## src/rtl/exe_mem_stage_pkg.sv

```systemverilog
// Shared opcode/sub-field constants, ALU operation encoding and instruction decode
// helpers for the EXE stage of the 16-bit CPU.
package exe_mem_stage_pkg;

  localparam int          DATA_W_DEF     = 16;
  localparam int          REG_ADDR_W_DEF = 4;
  localparam logic [15:0] NOP_OPN_DEF    = 16'h0800;

  // Major opcode, opn[15:11]
  localparam logic [4:0] OP_SHIFT  = 5'b00110;
  localparam logic [4:0] OP_ADDIU3 = 5'b01000;
  localparam logic [4:0] OP_ADDIU  = 5'b01001;
  localparam logic [4:0] OP_SP_GRP = 5'b01100;
  localparam logic [4:0] OP_LI     = 5'b01101;
  localparam logic [4:0] OP_MOVE   = 5'b01111;
  localparam logic [4:0] OP_LW_SP  = 5'b10010;
  localparam logic [4:0] OP_LW     = 5'b10011;
  localparam logic [4:0] OP_SW_SP  = 5'b11010;
  localparam logic [4:0] OP_SW     = 5'b11011;
  localparam logic [4:0] OP_RRR    = 5'b11100;
  localparam logic [4:0] OP_RR     = 5'b11101;
  localparam logic [4:0] OP_IH     = 5'b11110;

  // Sub-fields
  localparam logic [2:0] F_ADDSP = 3'b011;  // opn[10:8] in the SP group
  localparam logic [2:0] F_MTSP  = 3'b100;
  localparam logic [1:0] F_ADDU  = 2'b01;   // opn[1:0] in RRR / SHIFT
  localparam logic [1:0] F_SUBU  = 2'b11;
  localparam logic [1:0] F_SLL   = 2'b00;
  localparam logic [1:0] F_SRL   = 2'b10;
  localparam logic [1:0] F_SRA   = 2'b11;
  localparam logic [4:0] F_SRAV  = 5'b00111; // opn[4:0] in RR / IH
  localparam logic [4:0] F_CMP   = 5'b01010;
  localparam logic [4:0] F_AND   = 5'b01100;
  localparam logic [4:0] F_OR    = 5'b01101;
  localparam logic [4:0] F_PC_JR = 5'b00000;
  localparam logic [2:0] RY_MFPC = 3'b010;   // opn[7:5] separates MFPC from JR
  localparam logic [4:0] F_MFIH  = 5'b00000;
  localparam logic [4:0] F_MTIH  = 5'b00001;

  typedef enum logic [3:0] {
    ALU_ZERO,
    ALU_ADD,
    ALU_SUB,
    ALU_AND,
    ALU_OR,
    ALU_PASS1,
    ALU_SLL,
    ALU_SRL,
    ALU_SRA,
    ALU_SRAV
  } alu_op_e;

  function automatic alu_op_e decode_alu(input logic [15:0] opn);
    alu_op_e op;
    op = ALU_ZERO;
    case (opn[15:11])
      OP_ADDIU, OP_ADDIU3, OP_LW, OP_LW_SP,
      OP_SW, OP_SW_SP, OP_LI, OP_MOVE: op = ALU_ADD;
      OP_SP_GRP: begin
        if (opn[10:8] == F_ADDSP)     op = ALU_ADD;
        else if (opn[10:8] == F_MTSP) op = ALU_PASS1;
      end
      OP_RRR: begin
        if (opn[1:0] == F_ADDU)      op = ALU_ADD;
        else if (opn[1:0] == F_SUBU) op = ALU_SUB;
      end
      OP_RR: begin
        case (opn[4:0])
          F_AND:   op = ALU_AND;
          F_OR:    op = ALU_OR;
          F_SRAV:  op = ALU_SRAV;
          F_PC_JR: if (opn[7:5] == RY_MFPC) op = ALU_PASS1;
          default: op = ALU_ZERO;
        endcase
      end
      OP_IH: if (opn[4:0] == F_MFIH || opn[4:0] == F_MTIH) op = ALU_PASS1;
      OP_SHIFT: begin
        case (opn[1:0])
          F_SLL:   op = ALU_SLL;
          F_SRL:   op = ALU_SRL;
          F_SRA:   op = ALU_SRA;
          default: op = ALU_ZERO;
        endcase
      end
      default: op = ALU_ZERO;
    endcase
    return op;
  endfunction

  function automatic logic is_cmp(input logic [15:0] opn);
    return (opn[15:11] == OP_RR) && (opn[4:0] == F_CMP);
  endfunction

endpackage

```

## src/rtl/exe_mem_stage_if.sv

```systemverilog
// id_exe -> EXE/MEM bundle: instruction fields from id_exe, ID hazard query, and the
// registered EXE/MEM outputs toward MEM plus the hazard answer back to ID.
interface exe_mem_stage_if #(
  parameter int DATA_W     = 16,
  parameter int REG_ADDR_W = 4
);
  // No valid/ready pair: a new instruction is taken every edge unless hold=1 (all state
  // frozen) or flush=1 (a bubble is latched instead); flush beats hold.
  logic                  hold;
  logic                  flush;
  logic [15:0]           opn;
  logic [15:0]           pc;
  logic [DATA_W-1:0]     op1;
  logic [DATA_W-1:0]     op2;
  logic [DATA_W-1:0]     read_value1;
  logic [DATA_W-1:0]     read_value2;
  logic                  mem_write;
  logic                  mem_read;
  logic                  reg_write;
  logic [REG_ADDR_W-1:0] reg_addr;
  logic [REG_ADDR_W-1:0] id_rx_addr;
  logic [REG_ADDR_W-1:0] id_ry_addr;
  logic                  id_uses_rx;
  logic                  id_uses_ry;

  logic [DATA_W-1:0]     alu_result;
  logic [DATA_W-1:0]     store_value;
  logic                  mem_write_out;
  logic                  mem_read_out;
  logic                  reg_write_out;
  logic [REG_ADDR_W-1:0] reg_addr_out;
  logic [15:0]           pc_out;
  logic [15:0]           opn_out;
  logic                  t_out;
  logic                  load_use_stall;

  modport slave (
    input  hold, flush, opn, pc, op1, op2, read_value1, read_value2,
           mem_write, mem_read, reg_write, reg_addr,
           id_rx_addr, id_ry_addr, id_uses_rx, id_uses_ry,
    output alu_result, store_value, mem_write_out, mem_read_out, reg_write_out,
           reg_addr_out, pc_out, opn_out, t_out, load_use_stall
  );

  modport master (
    output hold, flush, opn, pc, op1, op2, read_value1, read_value2,
           mem_write, mem_read, reg_write, reg_addr,
           id_rx_addr, id_ry_addr, id_uses_rx, id_uses_ry,
    input  alu_result, store_value, mem_write_out, mem_read_out, reg_write_out,
           reg_addr_out, pc_out, opn_out, t_out, load_use_stall
  );
endinterface

```

## src/rtl/exe_mem_stage_alu.sv

```systemverilog
// Combinational EXE ALU: decodes opn and produces the 16-bit wrap-around result and
// the operand inequality used by CMP.
module exe_alu
  import exe_mem_stage_pkg::*;
#(
  parameter int DATA_W = DATA_W_DEF
) (
  input  logic [15:0]       opn,
  input  logic [DATA_W-1:0] op1,
  input  logic [DATA_W-1:0] op2,
  output logic [DATA_W-1:0] result,
  output logic              cmp_ne
);

  logic [3:0] sh;

  // A zero immediate shift amount encodes a shift by 8.
  assign sh     = (op2[2:0] == 3'd0) ? 4'd8 : {1'b0, op2[2:0]};
  assign cmp_ne = (op1 != op2);

  always_comb begin
    result = '0;
    case (decode_alu(opn))
      ALU_ADD:   result = op1 + op2;
      ALU_SUB:   result = op1 - op2;
      ALU_AND:   result = op1 & op2;
      ALU_OR:    result = op1 | op2;
      ALU_PASS1: result = op1;
      ALU_SLL:   result = op1 << sh;
      ALU_SRL:   result = op1 >> sh;
      ALU_SRA:   result = $signed(op1) >>> sh;
      ALU_SRAV:  result = $signed(op2) >>> op1[3:0];
      default:   result = '0;
    endcase
  end

endmodule

```

## src/rtl/exe_mem_stage.sv

```systemverilog
// EXE stage with EXE/MEM pipeline register: ALU, T flag, store-data select and the
// load-use hazard request back to ID.
module exe_mem_stage
  import exe_mem_stage_pkg::*;
#(
  parameter int          DATA_W     = DATA_W_DEF,
  parameter int          REG_ADDR_W = REG_ADDR_W_DEF,
  parameter logic [15:0] NOP_OPN    = NOP_OPN_DEF
) (
  input  logic             clk,
  input  logic             rst,
  exe_mem_stage_if.slave   bus
);

  logic [DATA_W-1:0]     alu_res;
  logic                  cmp_ne;
  logic [DATA_W-1:0]     store_sel;

  logic [DATA_W-1:0]     alu_result_q, alu_result_d;
  logic [DATA_W-1:0]     store_value_q, store_value_d;
  logic                  mem_write_q, mem_write_d;
  logic                  mem_read_q, mem_read_d;
  logic                  reg_write_q, reg_write_d;
  logic [REG_ADDR_W-1:0] reg_addr_q, reg_addr_d;
  logic [15:0]           pc_q, pc_d;
  logic [15:0]           opn_q, opn_d;
  logic                  t_q, t_d;

  exe_alu #(.DATA_W(DATA_W)) u_alu (
    .opn    (bus.opn),
    .op1    (bus.op1),
    .op2    (bus.op2),
    .result (alu_res),
    .cmp_ne (cmp_ne)
  );

  always_comb begin
    store_sel = '0;
    case (bus.opn[15:11])
      OP_SW:    store_sel = bus.read_value2;
      OP_SW_SP: store_sel = bus.read_value1;
      default:  store_sel = '0;
    endcase
  end

  always_comb begin
    alu_result_d  = alu_result_q;
    store_value_d = store_value_q;
    mem_write_d   = mem_write_q;
    mem_read_d    = mem_read_q;
    reg_write_d   = reg_write_q;
    reg_addr_d    = reg_addr_q;
    pc_d          = pc_q;
    opn_d         = opn_q;
    t_d           = t_q;
    if (bus.flush) begin
      // Bubble: nothing may write memory or the register file; T is untouched.
      alu_result_d  = '0;
      store_value_d = '0;
      mem_write_d   = 1'b0;
      mem_read_d    = 1'b0;
      reg_write_d   = 1'b0;
      reg_addr_d    = '0;
      pc_d          = '0;
      opn_d         = NOP_OPN;
    end else if (!bus.hold) begin
      alu_result_d  = alu_res;
      store_value_d = store_sel;
      mem_write_d   = bus.mem_write;
      mem_read_d    = bus.mem_read;
      reg_write_d   = bus.reg_write;
      reg_addr_d    = bus.reg_addr;
      pc_d          = bus.pc;
      opn_d         = bus.opn;
      if (is_cmp(bus.opn)) t_d = cmp_ne;
    end
  end

  always_ff @(posedge clk or negedge rst) begin
    if (!rst) begin
      alu_result_q  <= '0;
      store_value_q <= '0;
      mem_write_q   <= 1'b0;
      mem_read_q    <= 1'b0;
      reg_write_q   <= 1'b0;
      reg_addr_q    <= '0;
      pc_q          <= '0;
      opn_q         <= NOP_OPN;
      t_q           <= 1'b0;
    end else begin
      alu_result_q  <= alu_result_d;
      store_value_q <= store_value_d;
      mem_write_q   <= mem_write_d;
      mem_read_q    <= mem_read_d;
      reg_write_q   <= reg_write_d;
      reg_addr_q    <= reg_addr_d;
      pc_q          <= pc_d;
      opn_q         <= opn_d;
      t_q           <= t_d;
    end
  end

  assign bus.alu_result    = alu_result_q;
  assign bus.store_value   = store_value_q;
  assign bus.mem_write_out = mem_write_q;
  assign bus.mem_read_out  = mem_read_q;
  assign bus.reg_write_out = reg_write_q;
  assign bus.reg_addr_out  = reg_addr_q;
  assign bus.pc_out        = pc_q;
  assign bus.opn_out       = opn_q;
  assign bus.t_out         = t_q;

  // Driven from the latched load so the request clears the cycle after a flush.
  assign bus.load_use_stall = rst & mem_read_q & reg_write_q &
                              ((bus.id_uses_rx & (bus.id_rx_addr == reg_addr_q)) |
                               (bus.id_uses_ry & (bus.id_ry_addr == reg_addr_q)));

endmodule

```

## src/flat_wrapper.sv

```systemverilog
// flat-port wrapper written by rule: the top's interface ports become plain ports
module exe_mem_stage_flat import exe_mem_stage_pkg::*;
#(
  parameter int          DATA_W     = DATA_W_DEF,
  parameter int          REG_ADDR_W = REG_ADDR_W_DEF,
  parameter logic [15:0] NOP_OPN    = NOP_OPN_DEF
)
  (clk, rst, bus_hold, bus_flush, bus_opn, bus_pc, bus_op1, bus_op2, bus_read_value1, bus_read_value2, bus_mem_write, bus_mem_read, bus_reg_write, bus_reg_addr, bus_id_rx_addr, bus_id_ry_addr, bus_id_uses_rx, bus_id_uses_ry, bus_alu_result, bus_store_value, bus_mem_write_out, bus_mem_read_out, bus_reg_write_out, bus_reg_addr_out, bus_pc_out, bus_opn_out, bus_t_out, bus_load_use_stall);
  exe_mem_stage_if #(.DATA_W(DATA_W), .REG_ADDR_W(REG_ADDR_W)) bus_i ();
  input  logic clk;
  input  logic rst;
  input wire logic [$bits(bus_i.hold)-1:0] bus_hold;
  input wire logic [$bits(bus_i.flush)-1:0] bus_flush;
  input wire logic [$bits(bus_i.opn)-1:0] bus_opn;
  input wire logic [$bits(bus_i.pc)-1:0] bus_pc;
  input wire logic [$bits(bus_i.op1)-1:0] bus_op1;
  input wire logic [$bits(bus_i.op2)-1:0] bus_op2;
  input wire logic [$bits(bus_i.read_value1)-1:0] bus_read_value1;
  input wire logic [$bits(bus_i.read_value2)-1:0] bus_read_value2;
  input wire logic [$bits(bus_i.mem_write)-1:0] bus_mem_write;
  input wire logic [$bits(bus_i.mem_read)-1:0] bus_mem_read;
  input wire logic [$bits(bus_i.reg_write)-1:0] bus_reg_write;
  input wire logic [$bits(bus_i.reg_addr)-1:0] bus_reg_addr;
  input wire logic [$bits(bus_i.id_rx_addr)-1:0] bus_id_rx_addr;
  input wire logic [$bits(bus_i.id_ry_addr)-1:0] bus_id_ry_addr;
  input wire logic [$bits(bus_i.id_uses_rx)-1:0] bus_id_uses_rx;
  input wire logic [$bits(bus_i.id_uses_ry)-1:0] bus_id_uses_ry;
  output wire logic [$bits(bus_i.alu_result)-1:0] bus_alu_result;
  output wire logic [$bits(bus_i.store_value)-1:0] bus_store_value;
  output wire logic [$bits(bus_i.mem_write_out)-1:0] bus_mem_write_out;
  output wire logic [$bits(bus_i.mem_read_out)-1:0] bus_mem_read_out;
  output wire logic [$bits(bus_i.reg_write_out)-1:0] bus_reg_write_out;
  output wire logic [$bits(bus_i.reg_addr_out)-1:0] bus_reg_addr_out;
  output wire logic [$bits(bus_i.pc_out)-1:0] bus_pc_out;
  output wire logic [$bits(bus_i.opn_out)-1:0] bus_opn_out;
  output wire logic [$bits(bus_i.t_out)-1:0] bus_t_out;
  output wire logic [$bits(bus_i.load_use_stall)-1:0] bus_load_use_stall;
  assign bus_i.hold = bus_hold;
  assign bus_i.flush = bus_flush;
  assign bus_i.opn = bus_opn;
  assign bus_i.pc = bus_pc;
  assign bus_i.op1 = bus_op1;
  assign bus_i.op2 = bus_op2;
  assign bus_i.read_value1 = bus_read_value1;
  assign bus_i.read_value2 = bus_read_value2;
  assign bus_i.mem_write = bus_mem_write;
  assign bus_i.mem_read = bus_mem_read;
  assign bus_i.reg_write = bus_reg_write;
  assign bus_i.reg_addr = bus_reg_addr;
  assign bus_i.id_rx_addr = bus_id_rx_addr;
  assign bus_i.id_ry_addr = bus_id_ry_addr;
  assign bus_i.id_uses_rx = bus_id_uses_rx;
  assign bus_i.id_uses_ry = bus_id_uses_ry;
  assign bus_alu_result = bus_i.alu_result;
  assign bus_store_value = bus_i.store_value;
  assign bus_mem_write_out = bus_i.mem_write_out;
  assign bus_mem_read_out = bus_i.mem_read_out;
  assign bus_reg_write_out = bus_i.reg_write_out;
  assign bus_reg_addr_out = bus_i.reg_addr_out;
  assign bus_pc_out = bus_i.pc_out;
  assign bus_opn_out = bus_i.opn_out;
  assign bus_t_out = bus_i.t_out;
  assign bus_load_use_stall = bus_i.load_use_stall;
  exe_mem_stage #(.DATA_W(DATA_W), .REG_ADDR_W(REG_ADDR_W), .NOP_OPN(NOP_OPN)) u_core (.clk(clk), .rst(rst), .bus(bus_i));
endmodule
```

## config.mk

```make
export PLATFORM = sky130hd
export DESIGN_NAME = exe_mem_stage_flat
export DESIGN_NICKNAME = d
export VERILOG_FILES = /design/src/rtl/exe_mem_stage_pkg.sv /design/src/rtl/exe_mem_stage_if.sv /design/src/rtl/exe_mem_stage_alu.sv /design/src/rtl/exe_mem_stage.sv /design/src/flat_wrapper.sv
export SDC_FILE = /design/constraint.sdc
export NUM_CORES = 1
export LEC_CHECK = 0
export CELL_PAD_IN_SITES_DETAIL_PLACEMENT = 1
export CELL_PAD_IN_SITES_GLOBAL_PLACEMENT = 1
export CORE_MARGIN = 2
export CORE_UTILIZATION = 40
export CTS_CLUSTER_DIAMETER = 150
export DETAILED_ROUTE_END_ITERATION = 7
export PLACE_DENSITY_LB_ADDON = 0.1
export SLEW_MARGIN = 5
export SYNTH_ARGS = -nofsm -noshare
export SYNTH_HDL_FRONTEND = slang
export SYNTH_SLANG_ARGS = --single-unit
```

## constraint.sdc

```tcl
create_clock -name clk -period 3.74 [get_ports clk]
set_input_delay 1.122 -clock clk [delete_from_list [all_inputs] [get_ports clk]]
set_output_delay 1.122 -clock clk [all_outputs]
set_load 0.005 [all_outputs]
```

==> summary.log, run 1 <==
qor: routing.via_per_inst 6.11
qor: floorplan.num_io_pins 190
qor: worst_setup_path.crit_path_cell_trace clkdlybuf4s50_1, or4b_4, o22ai_2, a222oi_1, buf_4, a2111oi_4, buf_4, nand3b_1, mux2_2, a311oi_1
qor: grt.total_grt_overflow 0
qor: finish.antennaDiodeCount 0
qor: timing.finalClockSkew 0 ps
qor: synth.syn-num-nets 1099
qor: floorplan.die-height 143 µm
qor: placement.detailed_placement_hpwl 28400 µm
qor: clocking.worstSkewPairLatency 340 ps
qor: synth.synth_warnings 0
qor: worst_hold_path.min-delay-path-class reg -> reg
qor: grt.grt_pass1_vias 9326
qor: floorplan.core_region_area 0.0188 mm²
qor: floorplan.rows 50
qor: finish.layout-area-overhead-vs-synth 49.2%
qor: clocking.numClockSinks 72
qor: power.leakagePower 0.00515 µW
qor: routing.drt-initial-drc-count 855
qor: timing.hold_violations 0
qor: worst_setup_path.timing.critical_path.required 3990 ps
qor: synth.synth_ff_type dfrtp_1
qor: grt.grt_first_pass_wirelength 55600 µm
qor: worst_setup_path.rrSetupSlack 2410 ps
qor: clocking.cts.root.buffer_cell clkbuf_16
qor: worst_setup_path.critPathMostFrequentCell buf_4
qor: worst_setup_path.critPathMaxStageDelay 600 ps
qor: routing.num_vias 9224
qor: synth.synth_seq_area_share 0.233
qor: synth.syn_area_per_cell 8.29 µm²
qor: worst_setup_path.critPathArrivalTime 4070 ps
qor: power.total_power 3020 µW
qor: finish.layout-drive-gt1-share 0.222
qor: routing.drt-pass1-iter-count 5
qor: routing.totalWireLength 38200 µm
qor: power.power_density 262 mW/mm²
qor: worst_setup_path.critical-path-slowest-cell or4b_4
qor: finish.mostFrequentLayoutCell buf_4
qor: timing.final-setup-viol-count 2
qor: timing.postLayoutSetupSlackWorst -88.6 ps
qor: power.irDropWorstVdd 0.000215 V
qor: timing.layout_min_cycle_time 3830 ps
qor: clocking.worst_setup_hold_path_clk_slew 70 ps
qor: synth.syn_inst 933
qor: clocking.h-tree-depth 3
qor: timing.tightestPinTransition 911 ps
qor: placement.finalWeightedCongestion 0.988
qor: worst_hold_path.worst_case_hold_path_end_point u_core.bus.store_value[15]$_DFFE_PN0P_
qor: run_status.run_status finished, violations left
qor: clocking.tritoncts yes
qor: synth.synth_edf_count 0
qor: routing.ant_nets 0
qor: worst_setup_path.critical_path.startpoint_type input port
qor: worst_setup_path.reg2reg_to u_core.bus.alu_result[9]$_DFFE_PN0P_
qor: worst_hold_path.hold-path-cell-count 2
qor: floorplan.initial_utilization 0.411
qor: timing.headroom_to_the_max_slew_limit 0.393
qor: worst_setup_path.worstPathMaxFanout 4
qor: synth.yosysUniqueCellTypes 86
qor: clocking.postCtsHoldBufs 0
qor: timing.max_clock_freq 0.261 GHz
qor: worst_setup_path.crit-reg2reg-launch u_core.bus.alu_result[9]$_DFFE_PN0P_
qor: flow_run.max_cap_viol_count 0
qor: grt.antenna_found_initial 0
qor: grt.grt.total_usage 0.361
qor: clocking.tritoncts.num_buffers 9
qor: synth.synthesis.area 0.00774 mm²
qor: worst_setup_path.timing_worst_setup_path_type in -> reg
qor: grt.grt_max_degree 67
qor: synth.ys_seq_elements 72
qor: clocking.cts_max_path_buffers 2
qor: synth.share_of_synthesized_registers_carrying_an_async_set_or_reset 1.00
qor: finish.final_cell_mix buf_4 (181), clkdlybuf4s50_1 (178), nor2_1 (97), mux2i_1 (82), nand2_1 (74)
qor: placement.post-place-ws -490 ps
qor: worst_setup_path.cp-end-kind flip-flop
qor: routing.drc 0
qor: routing.wl_per_cell 25.3 µm
qor: floorplan.dieArea 0.0205 mm²
qor: floorplan.fp.dieW 143 µm
qor: run_status.failed_checks negative setup slack
qor: timing.period_share 1.02
qor: finish.fillcell_total 2161
qor: worst_hold_path.hold_path_startpoint u_core.bus.store_value[15]$_DFFE_PN0P_
qor: placement.port-buffer-count 189
qor: worst_setup_path.reg2reg_depth 4
qor: timing.timing_max_transition_violations_final 0
qor: finish.final_net_count 1411
power by group:
part | leakage (µW) | switching (µW) | internal [µW]
clock network | 0.000161 | 392 | 610
logic | 0.00401 | 622 | 565
registers | 0.000974 | 21.9 | 808
area by class of cell:
type	count	area [µm²]	area share
Clock buffer	11	243	0.0210
Clock inverter	5	86.3	0.00748
Inverter	47	176	0.0153
Multi-Input combinational cell	740	5580	0.483
Sequential cell	72	1800	0.156
Tap cell	260	325	0.0282
Timing Repair Buffer	375	3330	0.289
per-stage QoR:
stage	cell area (µm²)	hold WS [ps]	setup TNS [ps]	instances	utilization
6_report	11500	480	-120	1510	0.613
5_1_grt	11500	512	-581	1510	0.613
4_1_cts	11400	484	0	1502	0.604
3_5_place_dp	11000	469	-4550	1483	0.583
3_3_place_gp	11000	462	-3510	1483	0.583
2_1_floorplan	7750	473	-25.7	933	-
layer usage:
metal | part of all wire | up-vias | GRT usage
li1 | - | 4095 | -
met3 | 0.081 | 122 | 0.0862
met2 | 0.48 | 474 | 0.605
met4 | 0.046 | 0 | 0.177
met1 | 0.39 | 4533 | 0.434
met5 | 0 | - | 0
timing repair:
item | 4_1_cts | 5_1_grt
gates resized for setup | 10 | 31
endpoints found under the setup margin | 5 | 16
hold endpoints to repair | 0 | 0
pin swaps | 9 | 7
buffers inserted | 3 | 8
flip-flops by register name, summed over array words and instances (netlist names), 4 cells and up:
register                 count
u_core.bus.alu_result       16
u_core.bus.opn_out          16
u_core.bus.pc_out           16
u_core.bus.reg_addr_out      4
u_core.bus.store_value      16
cell usage after synthesis, types with 7 or more instances:
library cell / n / area share
o21ai_0: 57 / 0.037
buf_1: 11 / 0.0053
a22oi_1: 7 / 0.0068
xor2_1: 13 / 0.015
o21bai_1: 7 / 0.0068
inv_1: 44 / 0.021
nor2_1: 97 / 0.047
a221oi_1: 10 / 0.011
nand2b_1: 10 / 0.0081
a21oi_1: 68 / 0.044
o221ai_1: 7 / 0.0079
mux4_2: 18 / 0.052
o211ai_1: 12 / 0.012
mux2i_1: 82 / 0.11
a31oi_1: 9 / 0.0073
o22ai_1: 9 / 0.0073
nand2_1: 74 / 0.036
clkbuf_1: 50 / 0.024
a211oi_1: 33 / 0.032
xnor2_1: 7 / 0.0079
ha_1: 47 / 0.076
nor3_1: 23 / 0.015
or3_1: 9 / 0.0073
nand3_1: 10 / 0.0065
dfrtp_1: 71 / 0.23
nor2b_1: 8 / 0.0065
logic make-up after synthesis:
| family | share of synthesized area |
|---|---|
| mux | 0.167 |
| buf+inv | 0.0655 |
| compound gates | 0.256 |
| xor+xnor | 0.0226 |
| flops | 0.233 |
| simple gates | 0.174 |
| fa+ha+maj | 0.0812 |
worst max-delay path: cells and delay by family:
kind	cells	cell delay, ps
AOI/OAI and AO/OA	4	1010
buffers and inverters	3	900
and+or+nand+nor	2	720
muxes	1	300
worst max path at each step:
stage,startpoint,end,slack (ps),cells past startpoint
6_report,bus_opn[15],u_core.bus.alu_result[15]$_DFFE_PN0P_,-90,10
5_1_grt,bus_opn[15],u_core.bus.alu_result[15]$_DFFE_PN0P_,-170,10
4_1_cts,bus_op1[0],u_core.bus.alu_result[12]$_DFFE_PN0P_,1,13
3_5_place_dp,bus_op1[0],u_core.bus.alu_result[12]$_DFFE_PN0P_,-490,13
3_3_place_gp,bus_op1[0],u_core.bus.alu_result[12]$_DFFE_PN0P_,-420,13
2_1_floorplan,bus_op2[1],u_core.bus.alu_result[15]$_DFFE_PN0P_,-30,13
Note: power is estimated with default switching activity, not from simulation.
==> inputs of run 2 (changes only) <==
- CTS_CLUSTER_SIZE: not set -> 16
==> results of run 2 <==
No change in the layout: final DEF, timing and power equal those of run 1.
==> inputs of run 3 (changes only) <==
- SETUP_SLACK_MARGIN: not set -> 0.05
- clock period: 3.74 -> 4.5 ns (I/O delays scaled with it)
==> run 3 against run 2 <==
Compared with the run above:
- the run now ends clean
- first-iteration DRC count fell by 9.6%
- cell area decreased by 9.3%
- critical path depth up 2
- critical path type unchanged
- highest routed layer unchanged
==> summary.log, run 3 (synthesis results as in run 1) <==
qor: run_status.run_status complete, no violations [was finished, violations left]
qor: power.total_power 2270 µW [was 3020 µW]
qor: timing.tightestPinTransition 910 ps [was 911 ps]
qor: routing.totalWireLength 33700 µm [was 38200 µm]
qor: clocking.numClockSinks 72 [unchanged]
qor: clocking.postCtsSetupBuffers 0 [was 3]
qor: timing.layout_min_cycle_time 4280 ps
qor: worst_setup_path.critPathArrivalTime 4510 ps [was 4070 ps]
qor: floorplan.fp.dieW 143 µm [unchanged]
qor: clocking.tritoncts yes [unchanged]
qor: power.pwr-share-comb 0.371 [was 0.393]
qor: finish.mostFrequentLayoutCell clkdlybuf4s50_1 [was buf_4]
qor: worst_setup_path.critical-path-slowest-cell clkdlybuf4s50_1 [was or4b_4]
qor: flow_run.max_cap_viol_count 0 [unchanged]
qor: worst_setup_path.critical_path.startpoint_type input port [unchanged]
qor: floorplan.core_region_area 0.0188 mm² [unchanged]
qor: worst_hold_path.min-delay-path-class reg -> reg [unchanged]
qor: finish.layout-area-overhead-vs-synth 35.4% [was 49.2%]
qor: placement.detailed_placement_hpwl 26200 µm [was 28400 µm]
qor: power.internal_pwr_total 1480 µW [was 1980 µW]
qor: timing.unrepaired_setup_endpoints_after_global_routing false
qor: placement.placed_area 0.0102 mm² [was 0.0110 mm²]
qor: clocking.cts_max_path_buffers 2 [unchanged]
qor: power.power.switching 789 µW [was 1040 µW]
qor: finish.fillcell_total 2237 [was 2161]
qor: power.irDropWorstVdd 0.000175 V [was 0.000215 V]
qor: clocking.post_cts_resize_count 0 [was 10]
qor: floorplan.num_io_pins 190 [unchanged]
qor: grt.antenna_found_initial 0 [unchanged]
qor: routing.drt-pass1-iter-count 5 [unchanged]
qor: routing.drt-initial-drc-count 773 [was 855]
qor: routing.via_per_inst 6.10 [was 6.11]
qor: grt.grt.total_usage 0.326 [was 0.361]
qor: placement.finalWeightedCongestion 1.02 [was 0.988]
qor: finish.final_design_area_no_fill 0.0105 mm² [was 0.0115 mm²]
qor: worst_setup_path.crit_path_cell_trace clkdlybuf4s50_1, ha_1, fa_1, a211oi_1, o21bai_1, a21o_1, a2111oi_0, buf_4, nor2_1, xnor2_1, o221ai_1, a22o_1 [was clkdlybuf4s50_1, or4b_4, o22ai_2, a222oi_1, buf_4, a2111oi_4, buf_4, nand3b_1, mux2_2, a311oi_1]
qor: floorplan.initial_utilization 0.411 [unchanged]
qor: finish.antennaDiodeCount 0 [unchanged]
qor: worst_setup_path.worstPathMaxFanout 4 [unchanged]
qor: timing.hold_violations 0 [unchanged]
qor: grt.grt_pass1_vias 8477 [was 9326]
qor: worst_setup_path.timing_worst_setup_path_type in -> reg [unchanged]
qor: grt.grt_max_degree 66 [was 67]
qor: floorplan.dieArea 0.0205 mm² [unchanged]
qor: clocking.worstSkewPairLatency 340 ps [about the same]
qor: worst_setup_path.critPathMaxStageDelay 470 ps [was 600 ps]
qor: routing.wl_per_cell 24.1 µm [was 25.3 µm]
qor: timing.final-setup-viol-count 0 [was 2]
qor: routing.num_vias 8527 [was 9224]
qor: worst_setup_path.cp-end-kind flip-flop [unchanged]
qor: worst_setup_path.critical_path.n_buffers_inverters 2 [was 3]
qor: grt.grt_first_pass_wirelength 50100 µm [was 55600 µm]
qor: floorplan.die-height 143 µm [unchanged]
qor: grt.globalRouteMet2Util 0.532 [was 0.605]
qor: routing.drc 0 [unchanged]
qor: clocking.h-tree-depth 3 [unchanged]
qor: timing.timing_max_transition_violations_final 0 [unchanged]
qor: power.power_density 217 mW/mm² [was 262 mW/mm²]
qor: grt.use_met1 0.412 [was 0.434]
qor: finish.final_net_count 1300 [was 1411]
qor: power.p_clk_frac 0.326 [was 0.332]
qor: grt.total_grt_overflow 0 [unchanged]
qor: routing.ant_nets 0 [unchanged]
qor: timing.headroom_to_the_max_slew_limit 0.391 [was 0.393]
qor: finish.final_cell_mix clkdlybuf4s50_1 (184), nor2_1 (97), mux2i_1 (82), buf_4 (75), nand2_1 (74) [was buf_4 (181), clkdlybuf4s50_1 (178), nor2_1 (97), mux2i_1 (82), nand2_1 (74)]
qor: clocking.postCtsHoldBufs 0 [unchanged]
qor: placement.port-buffer-count 189 [unchanged]
qor: grt.gr-max-usage-layer met2 [unchanged]
qor: power.leakagePower 0.00450 µW [was 0.00515 µW]
qor: grt.groute.layer.met3.usage 0.0738 [was 0.0862]
qor: power.swShare 0.347 [was 0.343]
qor: timing.period_share 0.950
qor: timing.finalClockSkew 0 ps [unchanged]
qor: clocking.tritoncts.num_buffers 9 [unchanged]
qor: worst_setup_path.critPathTopFamily compound AO/OA/AOI/OAI gates [unchanged]
qor: floorplan.rows 50 [unchanged]
qor: worst_setup_path.timing.critical_path.required 4730 ps [was 3990 ps]
qor: clocking.worst_setup_hold_path_clk_slew 60 ps [was 70 ps]
qor: finish.fin_util 0.556 [was 0.613]
qor: timing.max_clock_freq 0.234 GHz
qor: finish.layout-drive-gt1-share 0.124 [was 0.222]
qor: power.share_seq_of_total_power 0.303 [was 0.275]
qor: clocking.cts.root.buffer_cell clkbuf_16 [unchanged]
## run 3: cell type report
type / instances / area [µm²] / area share
tap: 260 / 325 / 0.0311
multi-input combinational: 740 / 5440 / 0.519
clock buffer: 10 / 229 / 0.0219
clock inverter: 5 / 58.8 / 0.00561
timing repair buffer: 264 / 2440 / 0.233
inverter: 47 / 176 / 0.0168
sequential: 72 / 1800 / 0.172
## run 3: power groups by stage
| stage | Clock, µW | Combinational (µW) | Sequential (µW) |
|---|---|---|---|
| global placement | 0 | 817 | 698 |
| detailed placement | 0 | 829 | 701 |
| CTS | 756 | 834 | 689 |
| finish | 742 | 844 | 688 |
| floorplan | 0 | 439 | 700 |
| global route | 780 | 907 | 690 |
## run 3: metal layers
layer | vias to the layer above | part of all wire | wire (µm)
met5 | - | 0 | 0
met4 | 0 | 0.045 | 1530
met3 | 100 | 0.082 | 2750
met2 | 413 | 0.47 | 15900
met1 | 4149 | 0.40 | 13500
li1 | 3865 | - | -
## run 3: worst min-delay path, stage by stage, from the launching register on
cell     delay [ps]
dfrtp_1         340
nand2_1          50
o21ai_0          60
## run 3: worst paths after layout
check	from	end	slack, ps	cells past startpoint
max in group asynchronous	rst	u_core.bus.alu_result[0]$_DFFE_PN0P_	2600	2
setup / recovery	bus_op1[0]	u_core.bus.alu_result[12]$_DFFE_PN0P_	220	12
hold reg to reg	u_core.bus.store_value[7]$_DFFE_PN0P_	u_core.bus.store_value[7]$_DFFE_PN0P_	480	2
setup reg to reg	u_core.bus.alu_result[7]$_DFFE_PN0P_	u_core.bus.alu_result[7]$_DFFE_PN0P_	3160	4
hold / removal	u_core.bus.store_value[7]$_DFFE_PN0P_	u_core.bus.store_value[7]$_DFFE_PN0P_	480	2
min in group asynchronous	rst	u_core.bus.pc_out[5]$_DFFE_PN0P_	810	1
## run 3: per-stage QoR
step / hold WS (ps) / std cells / setup WS, ps / setup TNS [ps]
2_1_floorplan: 473 / 933 / 303 / 0
3_3_place_gp: 462 / 1383 / 28.0 / 0
3_5_place_dp: 470 / 1383 / -69.2 / -99.7
4_1_cts: 489 / 1398 / 204 / 0
5_1_grt: 511 / 1398 / 85.6 / 0
6_report: 483 / 1398 / 223 / 0
